<file path="config.mk">
export PLATFORM = sky130hd
export DESIGN_NAME = wb_stage
export DESIGN_NICKNAME = d
export VERILOG_FILES = /design/src/rtl/mips_pkg.sv /design/src/rtl/wb_dec5to32.sv /design/src/rtl/wb_stage.sv
export SDC_FILE = /design/constraint.sdc
export NUM_CORES = 1
export LEC_CHECK = 0
export BUFFER_PORTS_ARGS = -buffer_cell sky130_fd_sc_hd__buf_2
export CAP_MARGIN = 15
export CORE_MARGIN = 2
export CORE_UTILIZATION = 52
export CTS_CLUSTER_SIZE = 14
export DETAILED_ROUTE_END_ITERATION = 12
export GPL_TIMING_DRIVEN = 1
export PLACE_DENSITY = 0.9
export SLEW_MARGIN = 20
export SYNTH_ARGS = -nofsm -noshare
export SYNTH_HDL_FRONTEND = slang
export SYNTH_SLANG_ARGS = --single-unit
</file>
<file path="constraint.sdc">
create_clock -name clk -period 2.7 [get_ports clk]
set_input_delay 0 -clock clk [delete_from_list [all_inputs] [get_ports clk]]
set_output_delay 0 -clock clk [all_outputs]
set_load 0.005 [all_outputs]
</file>
<file path="src/rtl/mips_pkg.sv">
// Shared definitions for the three-stage MIPS core pipeline.
// Widths, write-back state encoding and the hard-wired zero register.
package mips_pkg;

    localparam int DATA_W = 32;
    localparam int ADDR_W = 5;
    localparam int NREG   = 32;

    typedef enum logic [1:0] {
        WB_IDLE     = 2'd0,
        WB_COMMIT   = 2'd1,
        WB_WAIT_MEM = 2'd2
    } wb_state_t;

    localparam logic [4:0] REG_ZERO = 5'd0;

endpackage

</file>
<file path="src/rtl/wb_dec5to32.sv">
// Register-select decoder: one-hot of rd when enabled, never selecting $0.
module wb_dec5to32
    import mips_pkg::*;
#(
    parameter int ADDR_W = 5,
    parameter int NREG   = 32
) (
    input  logic [ADDR_W-1:0] rd,
    input  logic              en,
    output logic [NREG-1:0]   sel
);

    // One-hot select; $0 is hard-wired so it is never strobed
    always_comb begin
        sel = {NREG{1'b0}};
        if (en && (rd != ADDR_W'(REG_ZERO))) begin
            sel[rd] = 1'b1;
        end else begin
            sel = {NREG{1'b0}};
        end
    end

endmodule

</file>
<file path="src/rtl/wb_stage.sv">
// Write-back stage: retires execute-stage results (waiting on load data when
// needed), strobes the register file, and exposes a forwarding tap.
module wb_stage
    import mips_pkg::*;
#(
    parameter int DATA_W = 32,
    parameter int ADDR_W = 5,
    parameter int NREG   = 32
) (
    input  logic              clk,
    input  logic              rst_n,
    input  logic              ex_valid,
    output logic              ex_ready,
    input  logic [ADDR_W-1:0] ex_rd,
    input  logic              ex_reg_write,
    input  logic              ex_is_load,
    input  logic [DATA_W-1:0] ex_result,
    input  logic [DATA_W-1:0] mem_rdata,
    input  logic              mem_rvalid,
    input  logic              flush,
    output logic [DATA_W-1:0] wb_data,
    output logic [NREG-1:0]   wb_select,
    output logic              wb_write,
    output logic              fwd_valid,
    output logic [ADDR_W-1:0] fwd_rd,
    output logic [DATA_W-1:0] fwd_data,
    output logic [31:0]       retired
);

    wb_state_t         state_r;
    logic [ADDR_W-1:0] rd_r;
    logic              rw_r;

    logic              accept_s;
    logic              go_commit_s;
    logic              go_wait_s;
    logic [ADDR_W-1:0] dec_rd_s;
    logic              dec_en_s;
    logic [DATA_W-1:0] commit_data_s;
    logic [NREG-1:0]   sel_s;

    assign ex_ready = rst_n && (state_r != WB_WAIT_MEM);
    assign accept_s = ex_valid && ex_ready && !flush;

    // Pick the instruction that would commit next: the parked load or the incoming op
    always_comb begin
        if (state_r == WB_WAIT_MEM) begin
            dec_rd_s      = rd_r;
            dec_en_s      = rw_r;
            commit_data_s = mem_rdata;
            go_commit_s   = !flush && mem_rvalid;
            go_wait_s     = !flush && !mem_rvalid;
        end else begin
            dec_rd_s      = ex_rd;
            dec_en_s      = ex_reg_write;
            commit_data_s = ex_result;
            go_commit_s   = accept_s && !ex_is_load;
            go_wait_s     = accept_s && ex_is_load;
        end
    end

    wb_dec5to32 #(
        .ADDR_W (ADDR_W),
        .NREG   (NREG)
    ) u_dec (
        .rd  (dec_rd_s),
        .en  (dec_en_s),
        .sel (sel_s)
    );

    // State, latched instruction fields and registered register-file strobes
    always_ff @(posedge clk or negedge rst_n) begin
        if (!rst_n) begin
            state_r   <= WB_IDLE;
            rd_r      <= {ADDR_W{1'b0}};
            rw_r      <= 1'b0;
            wb_data   <= {DATA_W{1'b0}};
            wb_select <= {NREG{1'b0}};
            wb_write  <= 1'b0;
            fwd_valid <= 1'b0;
            fwd_rd    <= {ADDR_W{1'b0}};
            fwd_data  <= {DATA_W{1'b0}};
            retired   <= 32'd0;
        end else begin
            // A commit cycle always retires, even when flush is high
            if (state_r == WB_COMMIT) begin
                retired <= retired + 32'd1;
            end else begin
                retired <= retired;
            end

            if (accept_s) begin
                rd_r <= ex_rd;
                rw_r <= ex_reg_write;
            end else begin
                rd_r <= rd_r;
                rw_r <= rw_r;
            end

            if (go_commit_s) begin
                state_r   <= WB_COMMIT;
                wb_data   <= commit_data_s;
                wb_select <= sel_s;
                wb_write  <= |sel_s;
                fwd_valid <= |sel_s;
                fwd_rd    <= dec_rd_s;
                fwd_data  <= commit_data_s;
            end else begin
                state_r   <= go_wait_s ? WB_WAIT_MEM : WB_IDLE;
                wb_data   <= wb_data;
                wb_select <= {NREG{1'b0}};
                wb_write  <= 1'b0;
                fwd_valid <= 1'b0;
                fwd_rd    <= fwd_rd;
                fwd_data  <= fwd_data;
            end
        end
    end

endmodule
</file>
* Word level (Yosys, flattened, before mapping)
Cells that the tools add are included.
** Cells by class
- $add $sub $neg :: 1
- Magnitude comparators :: 2
- Equality and inequality tests :: 3
- Mux-type cells :: 12
- Reductions and logical operators :: 14
** Operators with widths (count)
- $mux 32 :: 3
- $add 32x1->32 const B :: 1
- $reduce_or 32->1 :: 1
- $logic_and 1x1->1 :: 9
- $lt 5x6->1 const B :: 1
- $demux 1 s5 :: 1
- $ge 5x1->1 const B :: 1
- $mux 1 :: 5
- $mux 5 :: 1
- $reduce_bool 5->1 :: 1
- $mux 2 :: 2
- $logic_not 1->1 :: 3
- $eq 2x1->1 const B :: 1
- $eq 2x2->1 const B :: 1
- $ne 2x2->1 const B :: 1
** Storage, ports and cells
- Register bits after elaboration :: 110
- Input bits :: 76
- Output and inout bits :: 136
- Logic and storage cells :: 40

* Logic depth before layout (Yosys ltp)
- Word-level depth :: 9
- Gate-level depth with buffers :: 8
- Depth with buffers taken out :: 5

* By module
A second synthesis with hierarchy kept.
** Second synthesis, totals
- Cell total of the unflattened synthesis :: 476
- Area, all modules :: 5063.6 µm²
** Modules (own cells, without submodules)
- wb_stage :: instances 1, cells each 428, area an instance 4825.9 µm², seq. area each 2752.6 µm²
- wb_dec5to32 :: instances 1, cells each 48, area an instance 237.7 µm², seq. area each 0.0 µm²

* Worst setup path after synthesis
No wires, ideal clock.
- Kind :: flip-flop to flip-flop
- Start point :: reg state_r[0]
- End point :: reg fwd_data[10]
- Library setup time :: 82 ps
- Arrival time :: 1580 ps
- Data required time :: 2618 ps
- Slack :: 1038 ps
- Stages on the path, launching flop included :: 9
- Path buffers :: 4
- Period minus slack after synthesis :: 1662 ps
- Cells stage by stage :: dfrtp_1 nand2b_1 buf_4 and4_4 buf_6 or2_4 buf_6 buf_6 a31oi_1
** On the way
- Cells in the longest elaborated chain, start to end :: 6
- Elaborated cells on any way between the ends :: 8
- Those cells by class :: 2 x eq/ne; 2 x mux; 4 x reduce/logical
** Ends and longest elaborated chain
- start: declaration :: RTL line wb_stage.sv:30 : wb_state_t state_r;
- start signal: assignment :: RTL line wb_stage.sv:109 : state_r <= go_wait_s ? WB_WAIT_MEM : WB_IDLE;
- $ne 2x2->1 :: RTL line wb_stage.sv:42 : assign ex_ready = rst_n && (state_r != WB_WAIT_MEM);
- $logic_and 1x1->1 :: RTL line wb_stage.sv:42
- $logic_and 1x1->1 (2 in series) :: RTL line wb_stage.sv:43 : assign accept_s = ex_valid && ex_ready && !flush;
- $logic_and 1x1->1 :: RTL line wb_stage.sv:57 : go_commit_s = accept_s && !ex_is_load;
- $mux 1 :: RTL line wb_stage.sv:47 : if (state_r == WB_WAIT_MEM) begin
- end signal: assignment :: RTL line wb_stage.sv:82 : fwd_data <= {DATA_W{1'b0}};
- end signal: assignment :: RTL line wb_stage.sv:107 : fwd_data <= commit_data_s;
- end signal: assignment :: RTL line wb_stage.sv:115 : fwd_data <= fwd_data;
- end: declaration :: RTL line wb_stage.sv:26 : output logic [DATA_W-1:0] fwd_data,
Parallel ways exist; a longest one is shown, timed or not.
A chain may end at the register's enable or synchronous reset.

* Worst setup path after layout
Same ends and word-level chain as after synthesis.

==> flow_summary.json <==
{
  "run_status": "finished, final reports clean",
  "drt_iter0_drc": 294,
  "finalCritPeriodShare_pct": 92.73,
  "die_area_um2": 10420,
  "portBuffers": 211,
  "critPathBufInv": 2,
  "nNetsFinal": 813,
  "hold_viol": 0,
  "drv_slew": 0,
  "grt_max_degree": 73,
  "wl_per_cell_um": 18.03,
  "layout_common_cells": "buf_2 (210), dfrtp_1 (110), nand2_1 (92)",
  "area_growth_pct": 37.06,
  "ys_seq_elements": 110,
  "vias_per_cell": 5.584,
  "path_max_fanout": 34,
  "avgSynthCellArea_um2": 10.21,
  "worst_skew_pair.late_latency_ns": 0.37,
  "cts_sinks": 110,
  "drt_first_pass_iters": 5,
  "cap_violations": 0,
  "fp.dieW_um": 102.1,
  "start_util_pct": 53.89,
  "chipHeight_um": 102.1,
  "crit_chain": "nand2b_2 > and4_4 > buf_4 > nor3_1 > a31oi_1 > dlygate4sd3_1",
  "drive_above_1_share_pct": 34.55,
  "core_um2": 9284,
  "place_congestion": 0.8673,
  "synth-seq-area-share_pct": 55.01,
  "syn_area_um2": 5004,
  "setup_slack_ns": 0.1962,
  "num_io_pins": 212,
  "cp-end-kind": "flip-flop",
  "syn_nets": 567,
  "placed_area_um2": 5899,
  "slowest_stage": "dlygate4sd3_1",
  "cts_tree": "done",
  "cp-start-kind": "flip-flop",
  "path_delay_family": "buffers and inverters",
  "p_leak_nw": 3.406,
  "crit_arrival_ns": 2.82,
  "grt_pass1_vias": 4982,
  "ir_worst_vdd_v": 0.0002921,
  "netlist_instances": 490,
  "cts_max_path_buffers": 2,
  "yosysWarnings": 0,
  "final_common_cell": "buf_2",
  "hp-class": "in2reg",
  "antenna_found_initial": 1,
  "cts.clk_slew.worst_paths_ns": 0.11,
  "finalSetupViolCount": 0,
  "grt_usage_pct": 30.93,
  "num_antenna_cells": 0,
  "skew_ns": 0.01845,
  "p_per_area_nw_per_um2": 595.6,
  "p_total_mw": 4.084,
  "worst_slew_pin_slew_ns": 0.8960,
  "final_area_um2": 6858,
  "grt_overflow_total": 0,
  "rows": 35,
  "rsz0062_at_grt": "false",
  "cts_root_buffer": "clkbuf_8",
  "drt_drc_violations_left": 0,
  "wl_mm": 15.68,
  "worstSetupPathType": "reg2reg",
  "grt_pass1_wl_mm": 24.80,
  "finalCriticalPeriod_ns": 2.504,
  "max_freq_mhz": 399.4,
  "cp_data_required_time_ns": 3.01,
  "vias": 4858,
  "yosysUniqueCellTypes": 42,
  "dpl.hpwl_mm": 9.616,
  "antenna_left": 0,
  "relSlewSlack_pct": 40.27,
  "cts_max_level": 3,
  "cts_buffers": 9,
  "setup_tns_ns": 0,
  "cp_slowest_stage_delay_ns": 0.59,
  "place_ws_ns": 0.7050
}
[cells in the mapped netlist]
library cell | n | area, um^2
nand2_1 | 92 | 345.3
nor4b_4 | 1 | 23.77
and2_0 | 1 | 6.260
xnor2_1 | 27 | 236.5
and4b_1 | 2 | 20.02
buf_6 | 3 | 33.78
o211ai_1 | 2 | 15.01
buf_1 | 1 | 3.750
buf_4 | 35 | 262.8
mux2i_1 | 5 | 50.05
or4bb_1 | 2 | 22.52
xor2_1 | 4 | 35.03
dfrtp_1 | 110 | 2753
nand4_1 | 13 | 81.33
nand4b_1 | 5 | 43.79
buf_2 | 11 | 55.05
nand3_1 | 6 | 30.03
nor2b_1 | 2 | 12.51
or2_4 | 1 | 8.760
o32ai_1 | 1 | 8.760
conb_1 | 1 | 3.750
and4_4 | 1 | 11.26
and3_1 | 5 | 31.28
or2_2 | 1 | 6.260
and2_1 | 3 | 18.77
nor2_1 | 37 | 138.9
and4_1 | 5 | 43.79
o21ai_0 | 2 | 10.01
a21oi_1 | 2 | 10.01
nor3_1 | 39 | 195.2
inv_1 | 3 | 11.26
o22ai_1 | 1 | 6.260
or3_1 | 1 | 6.260
clkbuf_1 | 10 | 37.54
nand2b_1 | 4 | 25.02
ha_1 | 1 | 12.51
mux2_2 | 10 | 112.6
nor3b_2 | 1 | 12.51
nor4_2 | 2 | 25.02
a31oi_1 | 35 | 219.0
o221ai_1 | 1 | 8.760
o211a_1 | 1 | 10.01
[routing by layer]
metal  track usage (%)  share of wire, %  vias up  wire (um)
li1                  -                 -     2136          -
met1             36.40                37     2340       5845
met2             50.46                51      313       7940
met3             10.12               8.0       69       1260
met4             16.82               4.1        0        636
met5                 0                 0        -          0
[sequential cells by signal, summed over array words and instances, names as in the netlist]
register	cells
fwd_rd	5
wb_select	32
rw_r	1
state_r	2
retired	32
fwd_valid	1
rd_r	5
fwd_data	32
[power by group]
| part | switching (mW) | leakage [nW] | internal (mW) |
|---|---|---|---|
| combinational | 0.471 | 1.90 | 0.606 |
| sequential | 0.196 | 1.41 | 1.84 |
| clock | 0.608 | 0.0970 | 0.363 |
| total | 1.27 | 3.41 | 2.81 |
[timing repair]
item / CTS / global route
buffers inserted: 0 / 3
setup endpoints to repair: 0 / 6
resized for setup: 0 / 1
hold endpoints to repair: 80 / 0
hold buffers: 73 / 0
[logic make-up after synthesis]
kind of cell	share of synthesized area, %
and+or+nand+nor	22.16
DFF	55.01
buffers and inverters	8.077
AOI/OAI and AO/OA	5.752
xor gates and xnor gates	5.426
muxes	3.251
adders and majority gates	0.2500
other	0.07495
[metrics by stage]
| stage | cells | hold WS, ns | utilization [%] |
|---|---|---|---|
| 2_1_floorplan | 490 | -0.2956 | - |
| 3_3_place_gp | 777 | 0.009574 | 63.54 |
| 3_5_place_dp | 777 | 0.01179 | 63.54 |
| 4_1_cts | 866 | 0.06410 | 73.52 |
| 5_1_grt | 870 | 0.1331 | 73.87 |
| 6_report | 870 | 0.06795 | 73.87 |
[worst paths after layout]
path | start | endpoint | slack [ns] | cells after the start
worst max-delay path | state_r[0] | fwd_data[10] | 0.20 | 6
worst min-delay path | flush | fwd_rd[1] | 0.07 | 4
worst max register to register | state_r[0] | fwd_data[10] | 0.20 | 6
worst min register to register | retired[31] | retired[31] | 0.48 | 1
max in group asynchronous | rst_n | fwd_rd[4] | 1.22 | 3
min in group asynchronous | rst_n | rd_r[1] | 0.17 | 2
[layout make-up]
type | instances | area, um^2
multi-input combinational | 318 | 1869
clock buffer | 10 | 127.6
inverter | 3 | 11.26
fill | 630 | 2426
timing repair buffer | 294 | 1868
sequential | 110 | 2753
tap | 129 | 161.4
clock inverter | 6 | 67.56
[tightest hold or removal path, cell delays in order]
cell	delay [ns]
buf_2	0.13
nor3b_4	0.06
nor3_1	0.13
a31oi_1	0.06
No activity file was read; power rests on OpenSTA's default activity.
